$ cat config.mk
export PLATFORM = sky130hd
export DESIGN_NAME = lsu_flat
export DESIGN_NICKNAME = d
export VERILOG_FILES = /design/src/rtl/lsu_if.sv /design/src/rtl/lsu.sv /design/src/flat_wrapper.sv
export SDC_FILE = /design/constraint.sdc
export NUM_CORES = 1
export LEC_CHECK = 0
export BUFFER_PORTS_ARGS = -buffer_cell sky130_fd_sc_hd__buf_4
export CAP_MARGIN = 20
export CORE_ASPECT_RATIO = 1.1
export CORE_UTILIZATION = 35
export CTS_CLUSTER_SIZE = 28
export DETAILED_ROUTE_END_ITERATION = 7
export PLACE_DENSITY_LB_ADDON = 0.12
export SETUP_SLACK_MARGIN = 0.05
export SLEW_MARGIN = 20
export SYNTH_ARGS = -nofsm -noshare
export SYNTH_HDL_FRONTEND = slang
export SYNTH_SLANG_ARGS = --single-unit
$ cat constraint.sdc
create_clock -name clk -period 4.45 [get_ports clk]
set_input_delay 0.2225 -clock clk [delete_from_list [all_inputs] [get_ports clk]]
set_output_delay 0.2225 -clock clk [all_outputs]
set_load 0.01 [all_outputs]
$ cat src/rtl/lsu_if.sv
// Request, response and byte-lane memory signals shared by the CPU side and the LSU.
interface lsu_if;
    localparam int unsigned XLEN  = 32;
    localparam int unsigned LANES = 4;

    logic               req_valid;
    logic               req_ready;
    logic               req_we;
    logic [2:0]         req_funct3;
    logic [XLEN-1:0]    req_addr;
    logic [XLEN-1:0]    req_wdata;
    logic               resp_valid;
    logic               resp_ready;
    logic [XLEN-1:0]    resp_rdata;
    logic               resp_error;
    logic [XLEN-1:0]    mem_addr;
    logic [LANES-1:0]   mem_we;
    logic [XLEN-1:0]    mem_wr_data;
    logic [XLEN-1:0]    mem_rd_data;

    // LSU side
    modport slave (
        input  req_valid, req_we, req_funct3, req_addr, req_wdata, resp_ready, mem_rd_data,
        output req_ready, resp_valid, resp_rdata, resp_error, mem_addr, mem_we, mem_wr_data
    );

    // CPU / memory side
    modport master (
        output req_valid, req_we, req_funct3, req_addr, req_wdata, resp_ready, mem_rd_data,
        input  req_ready, resp_valid, resp_rdata, resp_error, mem_addr, mem_we, mem_wr_data
    );
endinterface

$ cat src/rtl/lsu.sv
// Load/store unit: one request per cycle into four byte-lane memories, with a
// one-entry hold buffer when the response consumer stalls.
module lsu (
    input  logic  clk,
    input  logic  rst,
    lsu_if.slave  bus
);
    localparam int unsigned XLEN  = 32;
    localparam int unsigned LANES = 4;

    typedef enum logic [1:0] {
        IDLE = 2'd0,
        RESP = 2'd1,
        HOLD = 2'd2
    } state_t;

    state_t state, state_nxt;

    // Fields captured at fire time to format the response a cycle later
    logic            r_we;
    logic [2:0]      r_funct3;
    logic [1:0]      r_off;
    logic            r_err;

    // Response frozen while the consumer stalls
    logic [XLEN-1:0] hold_rdata;
    logic            hold_err;

    logic            ready;
    logic            fire;
    logic            req_illegal;
    logic            req_misaligned;
    logic            req_err;
    logic [LANES-1:0] store_mask;
    logic [XLEN-1:0] live_rdata;

    // Memory address follows the request address with no delay
    assign bus.mem_addr = bus.req_addr;

    // Request legality and alignment decode
    always_comb begin
        req_illegal    = (bus.req_funct3 == 3'b011) || (bus.req_funct3 == 3'b110) ||
                         (bus.req_funct3 == 3'b111) || (bus.req_we && bus.req_funct3[2]);
        req_misaligned = ((bus.req_funct3[1:0] == 2'b01) && bus.req_addr[0]) ||
                         ((bus.req_funct3[1:0] == 2'b10) && (bus.req_addr[1:0] != 2'b00));
        req_err        = req_illegal || req_misaligned;
    end

    // Store lane mask and lane-replicated store data
    always_comb begin
        store_mask      = '0;
        bus.mem_wr_data = bus.req_wdata;
        case (bus.req_funct3[1:0])
            2'b00: begin
                store_mask      = 4'(4'b0001 << bus.req_addr[1:0]);
                bus.mem_wr_data = {4{bus.req_wdata[7:0]}};
            end
            2'b01: begin
                store_mask      = bus.req_addr[1] ? 4'b1100 : 4'b0011;
                bus.mem_wr_data = {2{bus.req_wdata[15:0]}};
            end
            2'b10: store_mask = 4'b1111;
            default: store_mask = '0;
        endcase
    end

    // Load formatting from the live lane read data at the registered offset
    always_comb begin
        logic [XLEN-1:0] shifted;
        logic [7:0]      byte_sel;
        logic [15:0]     half_sel;
        shifted    = bus.mem_rd_data >> {r_off, 3'b000};
        byte_sel   = 8'(shifted);
        half_sel   = r_off[1] ? bus.mem_rd_data[31:16] : bus.mem_rd_data[15:0];
        live_rdata = '0;
        if (!r_we && !r_err) begin
            case (r_funct3)
                3'b000:  live_rdata = {{24{byte_sel[7]}}, byte_sel};
                3'b100:  live_rdata = {24'd0, byte_sel};
                3'b001:  live_rdata = {{16{half_sel[15]}}, half_sel};
                3'b101:  live_rdata = {16'd0, half_sel};
                3'b010:  live_rdata = bus.mem_rd_data;
                default: live_rdata = '0;
            endcase
        end
    end

    // State register
    always_ff @(posedge clk or posedge rst) begin
        if (rst) state <= IDLE;
        else     state <= state_nxt;
    end

    // Next-state logic
    always_comb begin
        state_nxt = state;
        case (state)
            IDLE: if (fire) state_nxt = RESP;
            RESP: begin
                if (bus.resp_ready) state_nxt = fire ? RESP : IDLE;
                else                state_nxt = HOLD;
            end
            HOLD: if (bus.resp_ready) state_nxt = IDLE;
            default: state_nxt = IDLE;
        endcase
    end

    // Output logic; writes are suppressed while rst is asserted
    always_comb begin
        ready          = 1'b0;
        bus.resp_valid = 1'b0;
        bus.resp_rdata = '0;
        bus.resp_error = 1'b0;
        case (state)
            IDLE: ready = 1'b1;
            RESP: begin
                ready          = bus.resp_ready;
                bus.resp_valid = 1'b1;
                bus.resp_rdata = live_rdata;
                bus.resp_error = r_err;
            end
            HOLD: begin
                bus.resp_valid = 1'b1;
                bus.resp_rdata = hold_rdata;
                bus.resp_error = hold_err;
            end
            default: ready = 1'b0;
        endcase
        bus.req_ready = ready;
        fire          = bus.req_valid && ready && !rst;
        bus.mem_we    = (fire && bus.req_we && !req_err) ? store_mask : '0;
    end

    // Request field capture on fire, response capture on stall
    always_ff @(posedge clk or posedge rst) begin
        if (rst) begin
            r_we       <= 1'b0;
            r_funct3   <= '0;
            r_off      <= '0;
            r_err      <= 1'b0;
            hold_rdata <= '0;
            hold_err   <= 1'b0;
        end else begin
            if (fire) begin
                r_we     <= bus.req_we;
                r_funct3 <= bus.req_funct3;
                r_off    <= bus.req_addr[1:0];
                r_err    <= req_err;
            end
            if (state == RESP && !bus.resp_ready) begin
                hold_rdata <= live_rdata;
                hold_err   <= r_err;
            end
        end
    end
endmodule

$ cat src/flat_wrapper.sv
// flat-port wrapper written by rule: the top's interface ports become plain ports
module lsu_flat 
  (clk, rst, bus_req_valid, bus_req_we, bus_req_funct3, bus_req_addr, bus_req_wdata, bus_resp_ready, bus_mem_rd_data, bus_req_ready, bus_resp_valid, bus_resp_rdata, bus_resp_error, bus_mem_addr, bus_mem_we, bus_mem_wr_data);
  lsu_if bus_i ();
  input  logic clk;
  input  logic rst;
  input wire logic [$bits(bus_i.req_valid)-1:0] bus_req_valid;
  input wire logic [$bits(bus_i.req_we)-1:0] bus_req_we;
  input wire logic [$bits(bus_i.req_funct3)-1:0] bus_req_funct3;
  input wire logic [$bits(bus_i.req_addr)-1:0] bus_req_addr;
  input wire logic [$bits(bus_i.req_wdata)-1:0] bus_req_wdata;
  input wire logic [$bits(bus_i.resp_ready)-1:0] bus_resp_ready;
  input wire logic [$bits(bus_i.mem_rd_data)-1:0] bus_mem_rd_data;
  output wire logic [$bits(bus_i.req_ready)-1:0] bus_req_ready;
  output wire logic [$bits(bus_i.resp_valid)-1:0] bus_resp_valid;
  output wire logic [$bits(bus_i.resp_rdata)-1:0] bus_resp_rdata;
  output wire logic [$bits(bus_i.resp_error)-1:0] bus_resp_error;
  output wire logic [$bits(bus_i.mem_addr)-1:0] bus_mem_addr;
  output wire logic [$bits(bus_i.mem_we)-1:0] bus_mem_we;
  output wire logic [$bits(bus_i.mem_wr_data)-1:0] bus_mem_wr_data;
  assign bus_i.req_valid = bus_req_valid;
  assign bus_i.req_we = bus_req_we;
  assign bus_i.req_funct3 = bus_req_funct3;
  assign bus_i.req_addr = bus_req_addr;
  assign bus_i.req_wdata = bus_req_wdata;
  assign bus_i.resp_ready = bus_resp_ready;
  assign bus_i.mem_rd_data = bus_mem_rd_data;
  assign bus_req_ready = bus_i.req_ready;
  assign bus_resp_valid = bus_i.resp_valid;
  assign bus_resp_rdata = bus_i.resp_rdata;
  assign bus_resp_error = bus_i.resp_error;
  assign bus_mem_addr = bus_i.mem_addr;
  assign bus_mem_we = bus_i.mem_we;
  assign bus_mem_wr_data = bus_i.mem_wr_data;
  lsu u_core (.clk(clk), .rst(rst), .bus(bus_i));
endmodule
==> Yosys cells after proc, flatten, opt, wreduce, memory -nomap -nowiden <==
Cells that the tools add are included.
{ "word_totals": {"input_bits": 104, "elab_cells": 63, "out_inout_bits": 103, "ff_bits": 42} }
{ "op_classes": {"reduce_logical": 25, "mux": 16, "n_shift": 2, "n_eq_ne": 13} }
{ "op_table": {"columns": ["cell", "count"], "rows": [
  ["$pmux 32 s5", 1],
  ["$pmux 32 s2", 2],
  ["$mux 32", 1],
  ["$shr 32x5->8", 1],
  ["$mux 16", 1],
  ["$eq 3x3->1 const B", 4],
  ["$pmux 4 s3", 1],
  ["$logic_and 1x1->1", 9],
  ["$mux 4", 2],
  ["$eq 3x2->1 const B", 2],
  ["$mux 2", 3],
  ["$pmux 2 s3", 1],
  ["$logic_not 1->1", 5],
  ["$logic_or 1x1->1", 5],
  ["$eq 2x1->1 const B", 2],
  ["$eq 2x2->1 const B", 2],
  ["$logic_not 2->1", 2],
  ["$pmux 1 s2", 2],
  ["$shl 1x2->4 const A", 1],
  ["$eq 3x1->1 const B", 1],
  ["$logic_not 3->1", 1],
  ["$mux 1", 2],
  ["$ne 2x1->1 const B", 1],
  ["$ne 2x2->1 const B", 1],
  ["3 further kinds", 3]
]} }

==> Logic depth before layout (Yosys ltp) <==
Gate-level depths: netlist of run 1.
{ "depth": {"ltp_word": 8, "depth_mapped": 8, "depth_no_buf": 6} }

==> Worst setup path before layout of run 1 <==
No wires, ideal clock.
{ "synth_timing": {"path_kind": "input to register", "start": "in rst", "end": "reg u_core.state[1]", "required_time_ps": 4372, "arrival_time_ps": 1849, "setup_ps": 78, "path_buffers": 0, "path_stages": 4, "setup_slack_ps": 2523, "path_cell_list": "inv_1 nand3b_1 a211oi_1 o21bai_1"} }
{ "synth_via": {"elab_chain_len": 4} }
{ "synth_lines": {"columns": ["item", "line_no", "rtl"], "rows": [
  ["start: declaration", "flat_wrapper.sv:6", "input logic rst;"],
  ["$logic_not 1->1 (no source line)", null, null],
  ["$logic_and 1x1->1", "lsu.sv:130", "fire = bus.req_valid && ready && !rst;"],
  ["$ne 2x1->1 (no source line)", null, null],
  ["$reduce_and 2->1 (no source line)", null, null],
  ["end signal: assignment", "lsu.sv:91", "else state <= state_nxt;"],
  ["end: declaration", "lsu.sv:17", "state_t state, state_nxt;"]
]} }
No other way between the ends.
A chain may end at the register's enable or synchronous reset.

==> Final worst setup path of run 1 <==
{ "layout_timing": {"start": "reg u_core.r_funct3[1]", "end": "out bus_resp_rdata[3]"} }
{ "layout_via": {"elab_chain_len": 4, "elab_cells_between_ends": 8, "cone_classes": "eq/ne: 4; mux: 3; reduce/logical: 1"} }
{ "layout_lines": {"columns": ["item", "line_no", "rtl"], "rows": [
  ["start: declaration", "lsu.sv:21", "logic [2:0] r_funct3;"],
  ["start signal: assignment", "lsu.sv:146", "r_funct3 <= bus.req_funct3;"],
  ["$eq 3x2->1 (tied with other cells)", "lsu.sv:77", "case (r_funct3)"],
  ["$pmux 32 s5 (*)", "lsu.sv:77", null],
  ["$mux 32 (*)", "lsu.sv:76", "if (!r_we && !r_err) begin"],
  ["$pmux 32 s2 (*)", "lsu.sv:114", "case (state)"],
  ["end: declaration", "flat_wrapper.sv:16", "output wire logic [$bits(bus_i.resp_rdata)-1:0] bus_resp_rdata;"]
]} }
Every way passes the cells marked *; elsewhere a longest branch is shown, timed or not.

==> results.py, run 1 <==
metrics = {
    "clock_network": {
        "clk_transition_reported_paths_ns": 0.08,
        "clockBufferDepth": 2,
        "cts_buffers": 5,
        "cts_root_buffer": "clkbuf_8",
        "clock-sinks": 42,
        "tritoncts": "done",
        "ctsHtreeMaxLevel": 2,
        "postCtsHoldBufs": 0,
        "post_cts_resized": 0,
        "clock_latency_ns": 0.29,
        "cts_setup_buffers": 0,
    },
    "yosys": {
        "synth.area.top_cells": "dfrtp_1 (32%), mux2_2 (11%), nand2_1 (9.7%), buf_4 (9.1%), a22oi_1 (7.5%)",
        "synthSimpleGateAreaFrac_pct": 17.3,
        "synth_nets": 496,
        "netlist_instances": 389,
        "synth_edf_count": 0,
        "async_flop_share_pct": 100,
        "yosys_warnings": 0,
        "synth_top_family_by_area": "compound AO/OA/AOI/OAI gates",
        "synthMuxAreaShare_pct": 14.8,
        "avgSynthCellArea_um2": 8.45,
        "yosysSeqAreaShare_pct": 32.0,
        "netlist.area_leader.share_pct": 32.0,
        "synth_cell_types": 37,
        "synth_area_mm2": 0.00329,
        "synth_fa_ha_area_share_pct": 1.14,
        "synth_xor_area_share_pct": 0,
        "synth_seq_cells": 42,
        "synth_compound_area_share_pct": 21.7,
        "synth_flop_cell": "dfrtp_1",
        "synth.largest_area_cell": "dfrtp_1",
    },
    "route": {
        "drc": 0,
        "wl_um": 10400,
        "drtIter0Drc": 220,
        "vias_per_cell": 5.57,
        "ant_nets": 0,
        "dr.pass1.iters": 6,
        "wire_per_inst_um": 17.5,
        "vias": 3307,
    },
    "setup_path": {
        "cp-start-kind": "flip-flop",
        "crit_path_top_delay_cell": "dfrtp_1",
        "r2r-start": "u_core.r_funct3[1]",
        "crit_family": "compound AO/OA/AOI/OAI gates",
        "cpMostUsedCell": "buf_4",
        "crit_type": "reg2out",
        "cp-end-kind": "output port",
        "worstPathMaxFanout": 19,
        "cp.required_ns": 4.23,
        "path_cells": "nor3b_4 > buf_4 > o21bai_1 > a222oi_1 > o21ai_0 > buf_4",
        "path_buf_inv": 2,
        "startpoint": "u_core.r_funct3[1]",
        "arrival_ns": 2.56,
        "cpPeakStageDelay_ns": 0.56,
    },
    "sta": {
        "skew_ns": 0.00915,
        "clock.fmax_ghz": 0.359,
        "hold_viol_final": 0,
        "slew_headroom_pct": 44.1,
        "setup_tns_ns": 0,
        "maxSlewViolCount": 0,
        "worstMarginPinSlew_ns": 0.837,
        "whs_ns": 0.0803,
        "period_needed_ns": 2.78,
        "setup_violations": 0,
        "rsz0062_at_grt": "false",
        "finalCritPeriodShare_pct": 62.6,
    },
    "floorplanning": {
        "coreArea_mm2": 0.00901,
        "ioPinCount": 207,
        "start_util_pct": 36.5,
        "die-height_um": 104,
        "rows": 36,
        "die_area_mm2": 0.00979,
        "die_w_um": 94.4,
    },
    "power_and_ir_drop": {
        "vdd_drop_max_mv": 0.148,
        "power_density_mw_per_mm2": 443,
        "power_leakage_uw": 0.00208,
    },
    "grt": {
        "grt_first_pass_wirelength_um": 16500,
        "grt_usage_pct": 21.6,
        "grt_pass1_vias": 3213,
        "antenna_found_initial": 0,
        "grt_max_degree": 44,
        "grt-ovfl-total": 0,
    },
    "run": {
        "drv_cap": 0,
    },
    "outcome": {
        "status": "completed",
    },
    "layout": {
        "fillers": 922,
        "antenna_cells": 0,
        "multi_input_area_mm2": 0.00181,
        "area_delta_synth_final_pct": 28.7,
        "layout-drive-gt1-share_pct": 40.4,
        "num-nets-final": 587,
        "seqCellArea_mm2": 0.00105,
    },
    "hold_path": {
        "worstHoldPathType": "in2async",
    },
    "place": {
        "place_congestion": 0.885,
        "io_buffers": 146,
        "hpwl_um": 7880,
    },
}
==> per-stage QoR <==
stage	setup WS (ns)	power, uW	std cells	utilization [%]	instance area, um^2
final	1.67	1870	594	47.0	4230
after global routing	1.47	2040	594	47.0	4230
after CTS	1.72	1890	594	47.0	4230
after detailed placement	2.05	1640	587	46.1	4150
after global placement	1.95	1620	587	46.1	4150
after floorplan	2.52	1360	389	-	3290
==> cell usage in the layout, fill, tap and decap left out, types with 2 or more instances in the layout <==
master,instances
a211oi_1,10
o21ai_0,34
clkbuf_8,5
a22oi_1,33
nor2b_1,7
buf_4,151
mux2_2,31
dfrtp_1,42
a221oi_1,8
nor2_1,15
nand2_1,85
and2_1,2
a21oi_1,7
inv_1,5
a222oi_1,7
clkinv_2,2
mux2i_1,11
o21bai_1,3
ha_1,3
nand2b_1,3
==> worst paths after layout <==
kind                                         endpoint  slack (ns)  cells past startpoint
worst min-delay path                  u_core.state[1]        0.08                      3
worst max register to register   u_core.hold_rdata[1]        2.31                      5
worst max-delay path                bus_resp_rdata[3]        1.67                      6
worst min register to register        u_core.hold_err        0.48                      2
max in group asynchronous       u_core.hold_rdata[23]        3.97                      3
min in group clk                          u_core.r_we        0.19                      2
==> area by class of cell <==
| cell class | count | share of cell area, % |
|---|---|---|
| Multi-Input combinational cell | 275 | 42.7 |
| Clock inverter | 2 | 0.236 |
| Inverter | 5 | 0.443 |
| Clock buffer | 5 | 1.63 |
| Timing Repair Buffer | 151 | 26.8 |
| Tap cell | 114 | 3.37 |
| Sequential cell | 42 | 24.8 |
==> cell usage after synthesis, drive strengths merged (5+ instances only) <==
library cell / number
nand2: 85
buf: 49
dfrtp: 42
o21ai: 35
a22oi: 33
mux2: 31
clkbuf: 18
nor2: 15
mux2i: 11
a211oi: 10
a221oi: 8
a21oi: 7
a222oi: 7
nor2b: 7
inv: 5
==> worst register-to-register path: cells and delay by family, from the launching register on <==
kind	cells	cell delay, ns
buffers and inverters	1	0.31
DFF	1	0.56
and+or+nand+nor	1	0.45
AOI/OAI and AO/OA	3	0.73
==> power by group <==
part	switching, uW	total, uW	internal [uW]
Combinational	502	946	444
Clock	131	237	106
Sequential	143	692	549
==> layer usage <==
metal  wire (um)  up-vias  GRT usage [%]
li1            -     1539              -
met1        4020     1562           28.1
met2        5210      190           35.8
met3         993       16           4.48
met4         165        0           5.60
met5           0        -              0
==> cells by family after synthesis <==
| group | count (synthesis) |
|---|---|
| adders and majority gates | 3 |
| DFF | 42 |
| and+or+nand+nor | 124 |
| muxes | 43 |
| buffers and inverters | 72 |
| AOI/OAI and AO/OA | 105 |
==> state kept, by name, indices dropped and copies added, names as in the netlist <==
| signal | count |
|---|---|
| u_core.hold_rdata | 32 |
| u_core.r_funct3 | 3 |
| u_core.r_off | 2 |
| u_core.state | 2 |
| u_core.hold_err | 1 |
| u_core.r_err | 1 |
| u_core.r_we | 1 |
Note: power is estimated with default switching activity, not from simulation.
==> inputs of run 2 (changes only) <==
==> constraint.sdc (replaced) <==
create_clock -name clk -period 2.8 [get_ports clk]
set_input_delay 0.14 -clock clk [delete_from_list [all_inputs] [get_ports clk]]
set_output_delay 0.14 -clock clk [all_outputs]
set_load 0.01 [all_outputs]
==> run 2 against run 1 <==
Against the previous run: final area grew 0.86%; hold slack lost 0.063 ns; largest cell class unchanged; total power grew 62%; largest power group unchanged; non-clock buffer count grew 5; register-to-register slack lost 1.6 ns; sequential share of layout area shrank 0.21 points; clock power grew 63%.
==> results.py, run 2 (synthesis results as in run 1) <==
metrics = {
    "clock_network": {
        "clock_latency_ns": 0.30,
        "tritoncts": "done",
        "cts_setup_buffers": 0,
        "cts_buffers": 5,
        "clk_transition_reported_paths_ns": 0.08,
        "post_cts_resized": 0,
        "postCtsHoldBufs": 0,
        "clockBufferDepth": 2,
        "ctsHtreeMaxLevel": 2,
        "clock-sinks": 42,
        "cts_root_buffer": "clkbuf_8",
    },
    "setup_path": {
        "crit_type": "reg2out",
        "arrival_ns": 2.50,
        "cp-end-kind": "output port",
        "cp.required_ns": 2.66,
        "worstPathMaxFanout": 13,
        "cp-start-kind": "flip-flop",
    },
    "power_and_ir_drop": {
        "power_uw": 3040,
        "vdd_drop_max_mv": 0.318,
        "power_leakage_uw": 0.00210,
        "power_density_mw_per_mm2": 712,
    },
    "floorplanning": {
        "die_area_mm2": 0.00979,
        "die_w_um": 94.4,
        "ioPinCount": 207,
        "start_util_pct": 36.5,
        "die-height_um": 104,
        "coreArea_mm2": 0.00901,
        "rows": 36,
    },
    "layout": {
        "largest_reg_flops": 32,
        "antenna_cells": 0,
        "num-nets-final": 592,
        "layout-drive-gt1-share_pct": 40.8,
        "final_common_cell": "buf_4",
        "final_cell_mix": "buf_4 (156), nand2_1 (85), dfrtp_1 (42)",
        "area_delta_synth_final_pct": 29.8,
        "top_regs": "u_core.hold_rdata (32), u_core.r_funct3 (3)",
        "largest_register": "u_core.hold_rdata",
    },
    "place": {
        "place_ws_ns": 0.531,
        "place_congestion": 0.860,
        "io_buffers": 146,
        "hpwl_um": 8040,
    },
    "sta": {
        "hold_viol_final": 0,
        "maxSlewViolCount": 0,
        "setup_violations": 0,
        "layout_setup_ws_ns": 0.162,
        "slew_headroom_pct": 52.6,
        "finalCritPeriodShare_pct": 94.2,
        "skew_ns": 0.0121,
        "setup_tns_ns": 0,
        "period_needed_ns": 2.64,
        "rsz0062_at_grt": "false",
        "worstMarginPinSlew_ns": 0.708,
        "clock.fmax_ghz": 0.379,
    },
    "route": {
        "ant_nets": 0,
        "vias_per_cell": 5.52,
        "wl_um": 10600,
        "drc": 0,
        "wire_per_inst_um": 17.7,
        "dr.pass1.iters": 5,
        "drtIter0Drc": 214,
        "vias": 3307,
    },
    "grt": {
        "antenna_found_initial": 1,
        "grt_max_degree": 43,
        "grt_pass1_vias": 3240,
        "grt-ovfl-total": 0,
        "grt_first_pass_wirelength_um": 16300,
        "grt_usage_pct": 21.4,
    },
    "hold_path": {
        "worstHoldPathType": "in2async",
    },
    "outcome": {
        "status": "completed",
    },
    "run": {
        "drv_cap": 0,
    },
}
[run 2: stage by stage]
| step | instances | hold slack, ns | utilization, % | instance area (um^2) |
|---|---|---|---|---|
| 6_report | 599 | 0.0170 | 47.4 | 4270 |
| 5_1_grt | 599 | 0.0978 | 47.4 | 4270 |
| 4_1_cts | 599 | 0.0377 | 47.4 | 4270 |
| 3_5_place_dp | 592 | 0.280 | 46.5 | 4190 |
| 3_3_place_gp | 592 | 0.280 | 46.5 | 4190 |
| 2_1_floorplan | 389 | 0.291 | - | 3290 |
[run 2: layer usage]
layer / vias up / share of wire, % / global-route usage (%)
met2: 193 / 50 / 36.2
met1: 1539 / 38 / 25.8
met3: 25 / 9.4 / 5.21
li1: 1548 / - / -
met4: 2 / 2.4 / 7.69
met5: - / 0.12 / 0
[run 2: where the power goes]
group / leakage [uW] / switching [uW] / internal, uW / total, uW
sequential: 0.000548 / 235 / 873 / 1110
clock: 0.0000438 / 218 / 168 / 386
combinational: 0.00151 / 823 / 721 / 1540
total: 0.00210 / 1280 / 1760 / 3040
[run 2: layout make-up]
| type | instances | area, um^2 |
|---|---|---|
| Fill cell | 897 | 4740 |
| Multi-Input combinational cell | 275 | 1810 |
| Clock buffer | 5 | 68.8 |
| Tap cell | 114 | 143 |
| Sequential cell | 42 | 1050 |
| Clock inverter | 2 | 10.0 |
| Timing Repair Buffer | 156 | 1170 |
| Inverter | 5 | 18.8 |
[run 2: worst paths after layout]
| path | cells past startpoint | start | slack [ns] | endpoint |
|---|---|---|---|---|
| min in group clk | 2 | bus_req_we | 0.11 | u_core.r_we |
| max in group asynchronous | 3 | rst | 2.40 | u_core.r_funct3[0] |
| hold / removal | 3 | rst | 0.02 | u_core.hold_rdata[15] |
| hold reg to reg | 2 | u_core.hold_rdata[3] | 0.49 | u_core.hold_rdata[3] |
| setup reg to reg | 4 | u_core.r_off[1] | 0.71 | u_core.hold_rdata[9] |
| setup / recovery | 5 | u_core.r_off[1] | 0.16 | bus_resp_rdata[9] |
[run 2: critical path, stage by stage, from the launching register on]
cell and delay (ns):
dfrtp_1 0.68, mux4_1 0.61, nor4b_4 0.17, a221oi_1 0.36
o21ai_0 0.20, buf_4 0.18
